`config.mk`:
```
export PLATFORM = sky130hd
export DESIGN_NAME = wrselh_rmw
export DESIGN_NICKNAME = d
export VERILOG_FILES = /design/src/rtl/wrselh_rmw.sv
export SDC_FILE = /design/constraint.sdc
export NUM_CORES = 1
export LEC_CHECK = 0
export CAP_MARGIN = 20
export CELL_PAD_IN_SITES_DETAIL_PLACEMENT = 0
export CELL_PAD_IN_SITES_GLOBAL_PLACEMENT = 2
export CORE_ASPECT_RATIO = 0.7
export CORE_MARGIN = 2
export CORE_UTILIZATION = 23
export CTS_CLUSTER_DIAMETER = 50
export CTS_CLUSTER_SIZE = 16
export DETAILED_ROUTE_END_ITERATION = 16
export PLACE_DENSITY_LB_ADDON = 0.1
export REMOVE_ABC_BUFFERS = 1
export SLEW_MARGIN = 20
export SYNTH_ARGS = -nofsm -noshare
export SYNTH_HDL_FRONTEND = slang
export SYNTH_SLANG_ARGS = --single-unit
export TNS_END_PERCENT = 10
```
`constraint.sdc`:
```
create_clock -name clk -period 1.8 [get_ports clk]
set_input_delay 0.54 -clock clk [delete_from_list [all_inputs] [get_ports clk]]
set_output_delay 0.54 -clock clk [all_outputs]
set_load 0.02 [all_outputs]
```
`src/rtl/wrselh_rmw.sv`:
```
// Half-word store merge: read the containing word, splice the half into the
// selected lane and write it back. Full-word stores skip the read.
module wrselh_rmw #(
  parameter int ADDR_WIDTH = 16
) (
  input  logic                  clk,
  input  logic                  srstn,
  input  logic                  req_valid,
  output logic                  req_ready,
  input  logic                  req_full,
  input  logic                  req_sel,
  input  logic [ADDR_WIDTH-1:0] req_addr,
  input  logic [31:0]           req_data,
  output logic                  mem_en,
  output logic                  mem_we,
  output logic [ADDR_WIDTH-1:0] mem_addr,
  output logic [31:0]           mem_wdata,
  input  logic [31:0]           mem_rdata,
  output logic                  done
);

  typedef enum logic [1:0] {IDLE, READ, WAIT, WRITE} state_t;

  state_t      state;
  logic        st_sel;
  logic [15:0] st_half;
  logic [31:0] merge_word;

  assign merge_word = st_sel ? {st_half, mem_rdata[15:0]}
                             : {mem_rdata[31:16], st_half};

  // mem_addr doubles as the stored address; mem_wdata is the merge register.
  always_ff @(posedge clk) begin
    if (!srstn) begin
      state     <= IDLE;
      req_ready <= 1'b0;
      mem_en    <= 1'b0;
      mem_we    <= 1'b0;
      mem_addr  <= '0;
      mem_wdata <= '0;
      done      <= 1'b0;
      st_sel    <= 1'b0;
      st_half   <= '0;
    end else begin
      mem_en <= 1'b0;
      mem_we <= 1'b0;
      done   <= 1'b0;
      case (state)
        IDLE: begin
          if (req_ready && req_valid) begin
            req_ready <= 1'b0;
            mem_addr  <= req_addr;
            st_sel    <= req_sel;
            st_half   <= req_data[15:0];
            mem_en    <= 1'b1;
            if (req_full) begin
              state     <= WRITE;
              mem_we    <= 1'b1;
              mem_wdata <= req_data;
              done      <= 1'b1;
            end else begin
              state <= READ;
            end
          end else begin
            req_ready <= 1'b1;
          end
        end
        READ: state <= WAIT;
        WAIT: begin
          state     <= WRITE;
          mem_wdata <= merge_word;
          mem_en    <= 1'b1;
          mem_we    <= 1'b1;
          done      <= 1'b1;
        end
        WRITE: begin
          state     <= IDLE;
          req_ready <= 1'b1;
        end
        default: state <= IDLE;
      endcase
    end
  end

endmodule

```
# [Word-level counts from Yosys, hierarchy flattened]
# Cells that the tools add are included.
[word_totals] reg_bits=70 input_bits=85 out_inout_bits=52 elab_cells=33
[classes] eq_ne=5 mux=14 reduce_logical=6
[ops] operator="$mux W32" count=3
[ops] operator="$pmux W32 S2" count=1
[ops] operator="$pmux W2 S4" count=1
[ops] operator="$pmux W1 S2" count=3
[ops] operator="$eq A2 B2 Y1 const B" count=2
[ops] operator="$mux W1" count=4
[ops] operator="$mux W2" count=2
[ops] operator="$ne A2 B2 Y1 const B" count=2
[ops] operator="$reduce_bool A2 Y1" count=2
[ops] operator="$reduce_and A3 Y1" count=1
[ops] operator="$eq A2 B1 Y1 const B" count=1
[ops] operator="$logic_not A2 Y1" count=1
[ops] operator="$reduce_and A2 Y1" count=1
[ops] operator="$logic_and A1 B1 Y1" count=1

# [Longest topological paths before layout]
# Gate-level depths: netlist (run 1).
[depth] depth_word=3 depth_mapped=7 mapped_depth_nobuf=5

# [Worst setup path after synthesis (run 1)]
# No wires, ideal clock.
[synth_path] path_type="reg2reg" from="reg state[0]" to="reg mem_wdata[0]" setup_time_ps=117 arrival_ps=1376 t_required_ps=1683 slack_ps=308 stages_incl_launch_ff=7 path_buffers=1 period_less_slack_ps=1492 path_cell_list="dfxtp_1 inv_1 ha_1 and4_4 o21a_4 buf_6 a22o_1"
[synth_via] elab_chain_len=3 elab_cells_between_ends=7 cone_classes="3 x eq/ne; 1 x mux; 3 x reduce/logical"
[synth_rtl] element="start, declared" line="24" source="state_t state;"
[synth_rtl] element="start signal, assigned" line="35" source="state <= IDLE;"
[synth_rtl] element="start signal, assigned" line="57" source="state <= WRITE;"
[synth_rtl] element="start signal, assigned" line="62" source="state <= READ;"
[synth_rtl] element="$eq A2 B2 Y1 or $logic_not A2 Y1 (tied branches)" line="48" source="case (state)"
[synth_rtl] element="$reduce_bool A2 Y1 (no source line) or $ne A2 B2 Y1 (tied branches)"
[synth_rtl] element="$reduce_and A3 Y1 (no source line)"
[synth_rtl] element="end signal, assigned" line="59" source="mem_wdata <= req_data;"
[synth_rtl] element="end signal, assigned" line="71" source="mem_wdata <= merge_word;"
[synth_rtl] element="end, declared" line="17" source="output logic [31:0] mem_wdata,"
# Several ways; a longest one is shown, not always the timed one.
# A chain may end at the register's enable or synchronous reset.

# [Worst setup path in the final report (run 1)]
[layout_path] from="in req_full" to="reg mem_wdata[21]"
[layout_via] elab_chain_len=2
[layout_rtl] element="start, declared" line="10" source="input logic req_full,"
[layout_rtl] element="$ne A2 B2 Y1 (no source line)"
[layout_rtl] element="$reduce_and A3 Y1 (no source line)"
# No other way between the ends.

==> summary.txt, run 1 <==
Layout cell share with drive strength beyond 1: 0.07157
Clock-pin slew on the worst setup and hold paths: 0.06 ns
Part of the Yosys area used for sequential elements: 0.4542
CTS tree: built
Global-route usage over all layers: 0.1391
Routed WL: 9715 µm
Clock power frac: 0.301
Synth area leaders: dfxtp_1 (45%), a21oi_1 (11%), mux2i_1 (11%)
Die width: 142.4 µm
Starting Density: 0.2349
DP Area: 4641 µm²
Kind of critical path: in2reg
Clk_lat worst skew: 0.32 ns
Die ar.: 14370 µm²
Max FO, Critical Path: 32
Final #Nets: 573
# IOs: 137
Crit path required time: 2.07 ns
First-pass GRT wire length: 15410 µm
Cell taking the most area after synthesis: dfxtp_1
RSZ-0062 raised after global routing: false
Leak pwr: 0.002016 µW
H-tree depth: 3
Initial DRC count: 91
Commonest non-fill, non-tap cell in the layout: clkdlybuf4s50_1
Post-route DRC: 0
CTS root buf: clkbuf_16
P_sw: 2151 µW
Core ar.: 13140 µm²
ANT cells: 0
Number of global-route vias before repair: 2991
Initial antenna violation count: 0
Crit path capture type: flop
# hold bufs at CTS: 0
Fin cells: 655
Max IR drop VDD: 0.4840 mV
Power share of the sequential group: 0.328
Internal power: 4166 µW
Final instance area: 4898 µm²
First-pass DRT Iterations: 4
Routed len/inst: 14.83 µm
Crit path DAT: 1.93 ns
Max-slew violations: 0
Crit path launch type: input port
Post-Route Skew: 0.005192 ns
CTS sink count: 70
Detailed placement HPWL: 6371 µm
Placed cells: 639
Rows: 35
Post-Syn Instances: 354
Port Buffer Count: 136
Finished Core Util: 0.3729
Fmax: 0.6029 GHz
Total grt overflow: 0
CTS buffer count: 9
Pwr Density: 1290 nW/µm²
Warning count from the yosys run: 0
Layout area overhead: 58.76%
Final Critical Period: 1.659 ns
CTS Buffer Depth: 2
# setup viols final: 0
Unique cell type count in the Yosys netlist: 24
Hold WC Path Type: reg2reg
MaxCap Viol Count: 0
Area share of the largest cell type after synthesis: 0.4542
Mapped Area: 3085 µm²
Mean Syn Cell Area: 8.716 µm²
Commonest non-fill, non-tap cells in the layout: clkdlybuf4s50_1 (84), dfxtp_1 (69), a21oi_1 (66), nand2_1 (66), dlygate4sd2_1 (51)
Gpl congestion: 0.7335
Die Span Y: 100.9 µm
Switching Share: 0.3405
Logic gate share of total power: 0.371
Status: complete, no violations
Post-DRT Antenna Nets: 0
Hold Vio Cnt, Final: 0
Flops & latches, synth: 70
Vias: 2919
Pin count of the biggest net entering global routing: 50
Vias/cell: 4.456
Period utilization: 0.9214
Slew margin rel.: 0.6888
Slew @ Worst Pin: 0.4668 ns
[power by group through the flow]
stage               Clock, µW  Sequential, µW  Combinational, µW
floorplan                   0            2440                993
global placement            0            2110               2540
detailed placement          0            2110               2550
CTS                      1980            2080               2380
global route             2050            2120               2570
finish                   1900            2070               2340
[flip-flops by register name, indices dropped and copies added (netlist names)]
| signal | count |
|---|---|
| req_ready | 1 |
| mem_addr | 16 |
| done | 1 |
| st_half | 16 |
| mem_wdata | 32 |
| st_sel | 1 |
| state | 2 |
| mem_en | 1 |
[critical path, stage by stage]
cell and delay [ns]:
clkdlybuf4s50_1 0.49, and4_4 0.26, o21a_4 0.42, a22o_1 0.21
[final cells by class]
| class | count | area (µm²) |
|---|---|---|
| timing repair buffer | 148 | 1465 |
| multi-input combinational | 251 | 1491 |
| clock buffer | 12 | 246.5 |
| sequential | 70 | 1403 |
| tap | 166 | 207.7 |
| fill | 1371 | 8239 |
| clock inverter | 4 | 70.07 |
| inverter | 4 | 15.01 |
[Yosys cell counts, drive strengths merged]
library cell,count
buf,21
a211oi,2
and3,1
and4,1
o21ai,1
and2b,1
clkbuf,8
dfxtp,70
nand3,1
a21bo,1
nand2,66
o21a,1
a21oi,66
mux2i,33
nor3b,1
a22o,32
inv,4
nor3,1
ha,4
nor2,39
[cells by family (layout without fill, tap and decap cells)]
logic type               count (synthesis)  after routing  share of synthesized area
AND/OR/NAND/NOR                        111            111                     0.1460
AO/OA/AOI/OAI                          103            103                     0.2125
flip-flops                              70             70                     0.4542
multiplexers                            33             33                     0.1071
buffers and inverters                   33            168                    0.06407
adder cells (fa/ha/maj)                  4              4                    0.01622
[metrics by stage]
step	TNS [ns]	worst slack, ns	power [µW]	hold slack (ns)
after floorplan	-22.43	-0.6885	3431	0.4483
after global placement	-6.680	-0.1852	4655	0.4414
after detailed placement	-7.551	-0.2024	4662	0.4491
after CTS	0	0.006364	6437	0.4562
after global routing	0	0.05222	6742	0.4700
final	0	0.1415	6317	0.4511
[layer usage]
| metal | GRT usage | part of all wire | up-vias |
|---|---|---|---|
| met1 | 0.1856 | 0.50 | 1348 |
| li1 | - | - | 1482 |
| met2 | 0.2159 | 0.43 | 80 |
| met4 | 0.04113 | 0.013 | 0 |
| met5 | 0 | 0 | - |
| met3 | 0.04418 | 0.057 | 9 |
[timing repair]
action,CTS,global route
setup endpoints to repair,51,5
gates resized for setup,51,2
buffers inserted,0,0
[worst paths after layout]
kind,end,slack [ns],start,cells after the start
worst max-delay path,mem_wdata[21],0.14,req_full,4
worst min-delay path,mem_addr[5],0.45,mem_addr[5],2
worst max register to register,mem_wdata[21],0.16,state[0],5
worst min register to register,mem_addr[5],0.45,mem_addr[5],2
Note: power is estimated with default switching activity, not from simulation.
==> inputs of run 2 (changes only) <==
==> constraint.sdc (replaced) <==
create_clock -name clk -period 1.8 [get_ports clk]
set_input_delay 0.54 -clock clk [delete_from_list [all_inputs] [get_ports clk]]
set_output_delay 0.54 -clock clk [all_outputs]
set_load 0.005 [all_outputs]
==> summary.txt, run 2 (synthesis gave the netlist of run 1 again) <==
Status: complete, no violations
Buf/Inv on CP: 1 (unchanged)
Initial DRC count: 79 (-13%)
First-pass DRT Iterations: 6 (+2)
Period utilization: 0.9679 (+0.04652)
P_sw: 1890 µW (-12%)
Gpl congestion: 0.7280 (-0.75%)
Initial antenna violation count: 0 (unchanged)
Fillers: 1354 (-1.2%)
Internal power: 4432 µW (+6.4%)
Hold WC Path Type: reg2reg
Global-route usage over all layers: 0.1373 (-0.001724)
CTS sink count: 70 (unchanged)
Routed WL: 9786 µm (+0.73%)
Max FO, Critical Path: 7 (-78%)
Clock-pin slew on the worst setup and hold paths: 0.06 ns (about the same)
Max IR drop VDD: 0.4212 mV (-13%)
Met2 usage: 0.2066 (-0.009290)
Die width: 142.4 µm (unchanged)
Layout cell share with drive strength beyond 1: 0.07582 (+0.004245)
Regs by FF count: mem_wdata (32), mem_addr (16), st_half (16)
Final #Nets: 572 (-0.17%)
CP startpoint: req_ready
Logic gate share of total power: 0.345 (-0.026)
# IOs: 137 (unchanged)
Post-Route Skew: 0.005796 ns (+0.0006039 ns)
Post-CTS Setup Bufs: 0 (unchanged)
CTS tree: built
Power share of the sequential group: 0.333 (+0.005)
# setup viols final: 0 (unchanged)
Biggest register: mem_wdata
Family with the most delay on the worst path: buffers and inverters
Routed len/inst: 14.96 µm (+0.88%)
Rows: 35 (unchanged)
Pin count of the biggest net entering global routing: 50 (unchanged)
Slew @ Worst Pin: 0.4643 ns (-0.002536 ns)
Core ar.: 13140 µm² (unchanged)
Layout area overhead: 61.52%
Critical path capture point: req_ready
Critical path depth: 1 (-3)
CTS Buffer Depth: 2 (unchanged)
Vias/cell: 4.436 (-0.46%)
Detailed placement HPWL: 6345 µm (-0.41%)
Post-DRT Antenna Nets: 0 (unchanged)
Crit path capture type: output pin
Slew margin rel.: 0.6905 (+0.001690)
Worst Hold Slack: 0.4557 ns (+0.004518 ns)
Final instance area: 4984 µm² (+1.7%)
Crit path launch type: flop
Grt met1 use: 0.1867 (+0.001154)
Max-slew violations: 0 (unchanged)
Commonest non-fill, non-tap cell in the layout: clkdlybuf4s50_1
Die ar.: 14370 µm² (unchanged)
Number of global-route vias before repair: 2886 (-3.5%)
MaxCap Viol Count: 0 (unchanged)
Flip-flop count of the largest register after layout: 32 (unchanged)
DP Area: 4633 µm² (-0.16%)
Die Span Y: 100.9 µm (unchanged)
Starting Density: 0.2349 (unchanged)
Switching Share: 0.2989 (-0.04157)
Total grt overflow: 0 (unchanged)
Worst path cell trace: clkdlybuf4s50_1
Fmax: 0.5740 GHz (-4.8%)
Kind of critical path: reg2out
Crit path DAT: 1.20 ns (-0.73 ns)
CTS buffer count: 9 (unchanged)
H-tree depth: 3 (unchanged)
Leak pwr: 0.001807 µW (-10%)
Clock power frac: 0.323 (+0.022)
Footprint of the multi-input gates: 1489 µm² (-0.17%)
Commonest non-fill, non-tap cells in the layout: clkdlybuf4s50_1 (134), a21oi_1 (66), nand2_1 (66), dfxtp_1 (66), nor2_1 (39)
RSZ-0062 raised after global routing: false
Clk_lat worst skew: 0.33 ns (about the same)
First-pass GRT wire length: 15150 µm (-1.7%)
CTS root buf: clkbuf_16
ANT cells: 0 (unchanged)
Max incr delay on CP: 0.50 ns (about the same)
Hold Vio Cnt, Final: 0 (unchanged)
Slowest stage cell on the critical path: clkdlybuf4s50_1
Pwr Density: 1268 nW/µm² (-1.6%)
Reg2reg setup slack: 0.13 ns (-0.03 ns)
Reg2reg end: mem_wdata[29]
Storage cell area: 1409 µm² (+0.45%)
Final Critical Period: 1.742 ns (+0.08374 ns)
Crit path required time: 1.26 ns (-0.81 ns)
Vias: 2901 (-0.62%)
Reg-to-Reg Start: state[1]
FF-to-FF path depth: 5 (unchanged)
Port Buffer Count: 136 (unchanged)
M3 GR Usage: 0.05748 (+0.01330)
Post-route DRC: 0 (unchanged)
GRT Max-Usage Layer: met2
run 2: area by class of cell:
class / count / area share
multi-input cells: 251 / 0.2988
flip-flops and latches: 70 / 0.2827
repair buffers: 147 / 0.3058
clock buffers: 10 / 0.04595
clock inverters: 6 / 0.02209
well taps: 166 / 0.04168
inverters: 4 / 0.003013
run 2: how the worst min path moves through the flow:
stage / from / to / slack, ns / depth (start not counted)
floorplan: st_half[0] / st_half[0] / 0.45 / 2
global placement: mem_addr[8] / mem_addr[8] / 0.44 / 2
detailed placement: mem_addr[6] / mem_addr[6] / 0.45 / 2
CTS: mem_addr[2] / mem_addr[2] / 0.46 / 2
global route: mem_addr[2] / mem_addr[2] / 0.47 / 2
finish: mem_addr[2] / mem_addr[2] / 0.46 / 2
run 2: repair_timing:
item                                    CTS  global route
resized for setup                         1             5
endpoints found under the setup margin    1             5
hold buffers                              0             0
pin swaps                                 0             0
run 2: layer usage:
| metal | part of all wire | vias to the layer above |
|---|---|---|
| met5 | 0 | - |
| met3 | 0.072 | 8 |
| li1 | - | 1479 |
| met2 | 0.43 | 81 |
| met4 | 0.0082 | 0 |
| met1 | 0.49 | 1333 |
run 2: power groups by stage:
stage,clock (µW),sequential [µW],combinational (µW)
floorplan,0,2140,994
global placement,0,2130,2210
detailed placement,0,2130,2220
CTS,2100,2100,2220
global route,2180,2160,2400
finish,2040,2100,2180
run 2: through the flow:
stage               utilization  TNS (ns)  cells  setup WS [ns]  total power [µW]
CTS                      0.3786         0    654        0.02066              6426
finish                   0.3793         0    654        0.05775              6322
floorplan                     -    -22.43    325        -0.6885              3134
global placement         0.3527    -6.929    638        -0.1908              4339
detailed placement       0.3527    -7.100    638        -0.1981              4341
global route             0.3793         0    654       0.004027              6737
==> inputs of run 3 (changes only) <==
--- a/config.mk
+++ b/config.mk
@@ -16,6 +16,7 @@
 export DETAILED_ROUTE_END_ITERATION = 16
 export PLACE_DENSITY_LB_ADDON = 0.1
 export REMOVE_ABC_BUFFERS = 1
+export SKIP_LAST_GASP = 1
 export SLEW_MARGIN = 20
 export SYNTH_ARGS = -nofsm -noshare
 export SYNTH_HDL_FRONTEND = slang
==> summary.txt, run 3 (synthesis gave the netlist of run 1 again) <==
Status: complete, no violations
ANT cells: 0 (unchanged)
Commonest non-fill, non-tap cell in the layout: clkdlybuf4s50_1
Regs by FF count: mem_wdata (32), mem_addr (16), st_half (16)
Crit path required time: 1.26 ns (about the same)
Tot Pwr: 6314 µW (-0.12%)
Number of global-route vias before repair: 2886 (unchanged)
Period utilization: 0.9782 (+0.01028)
Gpl congestion: 0.7280 (unchanged)
Crit path launch type: flop
Family with the most delay on the worst path: buffers and inverters
Leak pwr: 0.001788 µW (-1.1%)
CTS root buf: clkbuf_16
Vias/cell: 4.427 (-0.21%)
Final #Nets: 572 (unchanged)
Total grt overflow: 0 (unchanged)
Max IR drop VDD: 0.4212 mV (about the same)
Die ar.: 14370 µm² (unchanged)
Pin count of the biggest net entering global routing: 50 (unchanged)
Initial DRC count: 88 (+11%)
Starting Density: 0.2349 (unchanged)
H-tree depth: 3 (unchanged)
Max FO, Critical Path: 2 (-5)
Setup WS pre-CTS: -0.1981 ns (unchanged)
Kind of critical path: reg2out
Post-CTS Setup Bufs: 0 (unchanged)
Reg2reg end: mem_wdata[29]
Crit path DAT: 1.22 ns (+0.02 ns)
Flip-flop count of the largest register after layout: 32 (unchanged)
Die width: 142.4 µm (unchanged)
Hold WC Path Type: reg2reg
Final WS setup: 0.03925 ns (-0.01850 ns)
Rows: 35 (unchanged)
Max-slew violations: 0 (unchanged)
First-pass DRT Iterations: 4 (-2)
Hold Vio Cnt, Final: 0 (unchanged)
Post-Route Skew: 0.005949 ns (+0.0001528 ns)
CTS Buffer Depth: 2 (unchanged)
First-pass GRT wire length: 15150 µm (unchanged)
Final Critical Period: 1.761 ns (+0.01850 ns)
Routed len/inst: 14.93 µm (-0.21%)
Routed WL: 9765 µm (-0.21%)
CTS buffer count: 9 (unchanged)
Biggest register: mem_wdata
Slew margin rel.: 0.6898 (about the same)
Clk_lat worst skew: 0.33 ns (about the same)
FF-to-FF path depth: 5 (unchanged)
RSZ-0062 raised after global routing: true
CTS tree: built
Reg-to-Reg Start: state[1]
Critical path depth: 1 (unchanged)
Max incr delay on CP: 0.52 ns (+0.02 ns)
Pwr Density: 1269 nW/µm² (about the same)
Core ar.: 13140 µm² (unchanged)
Die Span Y: 100.9 µm (unchanged)
Detailed placement HPWL: 6345 µm (unchanged)
Clock-pin slew on the worst setup and hold paths: 0.06 ns (about the same)
Layout area overhead: 61.27%
# setup viols final: 0 (unchanged)
Buf/Inv on CP: 1 (unchanged)
# hold bufs at CTS: 0 (unchanged)
Post-CTS Resized: 1 (unchanged)
Port Buffer Count: 136 (unchanged)
Critical path capture point: mem_wdata[8]
Setup TNS: 0 ns (unchanged)
MaxCap Viol Count: 0 (unchanged)
Slew @ Worst Pin: 0.4652 ns (+0.0009295 ns)
Post-DRT Antenna Nets: 0 (unchanged)
Crit path capture type: output pin
# IOs: 137 (unchanged)
CTS sink count: 70 (unchanged)
Reg2reg setup slack: 0.13 ns (about the same)
Global-route usage over all layers: 0.1373 (unchanged)
Initial antenna violation count: 0 (unchanged)
Fmax: 0.5679 GHz (-1.1%)
Post-route DRC: 0 (unchanged)
CP startpoint: mem_wdata[8]
Vias: 2895 (-0.21%)
Layout cell share with drive strength beyond 1: 0.07172 (-0.004098)
Commonest non-fill, non-tap cells in the layout: clkdlybuf4s50_1 (135), dfxtp_1 (68), a21oi_1 (66), nand2_1 (66), nor2_1 (39)
Worst path cell trace: clkdlybuf4s50_1
Slowest stage cell on the critical path: clkdlybuf4s50_1
-- run 3: cell count changes in the layout (fill, tap and decap cells not counted), sizes merged --
cell,change
clkdlybuf4s50,+1
dlymetal6s2s,-1
-- run 3: area by class of cell --
type / instances / area, µm²
inverter: 4 / 15.01
clock buffer: 10 / 229.0
sequential: 70 / 1404
tap: 166 / 207.7
fill: 1357 / 8162
multi-input combinational: 251 / 1489
timing repair buffer: 147 / 1521
clock inverter: 6 / 110.1
-- run 3: power by group --
| group | switching [µW] | total [µW] | internal [µW] |
|---|---|---|---|
| registers | 212 | 2100 | 1880 |
| clock network | 686 | 2040 | 1350 |
| logic | 989 | 2180 | 1190 |
| total | 1890 | 6310 | 4430 |
-- run 3: how the worst min path moves through the flow --
stage,start,depth (start not counted),end
global route,mem_addr[2],2,mem_addr[2]
global placement,mem_addr[8],2,mem_addr[8]
finish,mem_addr[2],2,mem_addr[2]
detailed placement,mem_addr[6],2,mem_addr[6]
floorplan,st_half[0],2,st_half[0]
CTS,mem_addr[2],2,mem_addr[2]
-- run 3: stage by stage --
stage               instances  instance area, µm²  utilization  hold slack [ns]
finish                    654                4976       0.3788           0.4556
global route              654                4976       0.3788           0.4723
CTS                       654                4974       0.3786           0.4579
floorplan                 325                2903            -           0.4483
detailed placement        638                4633       0.3527           0.4494
global placement          638                4633       0.3527           0.4422
-- run 3: per-layer routing --
metal / wire (µm) / vias up / GRT usage / part of all wire
li1: - / 1477 / - / -
met1: 4803 / 1323 / 0.1867 / 0.49
met2: 4171 / 87 / 0.2066 / 0.43
met3: 710 / 8 / 0.05748 / 0.073
met4: 80 / 0 / 0.02285 / 0.0082
met5: 0 / - / 0 / 0
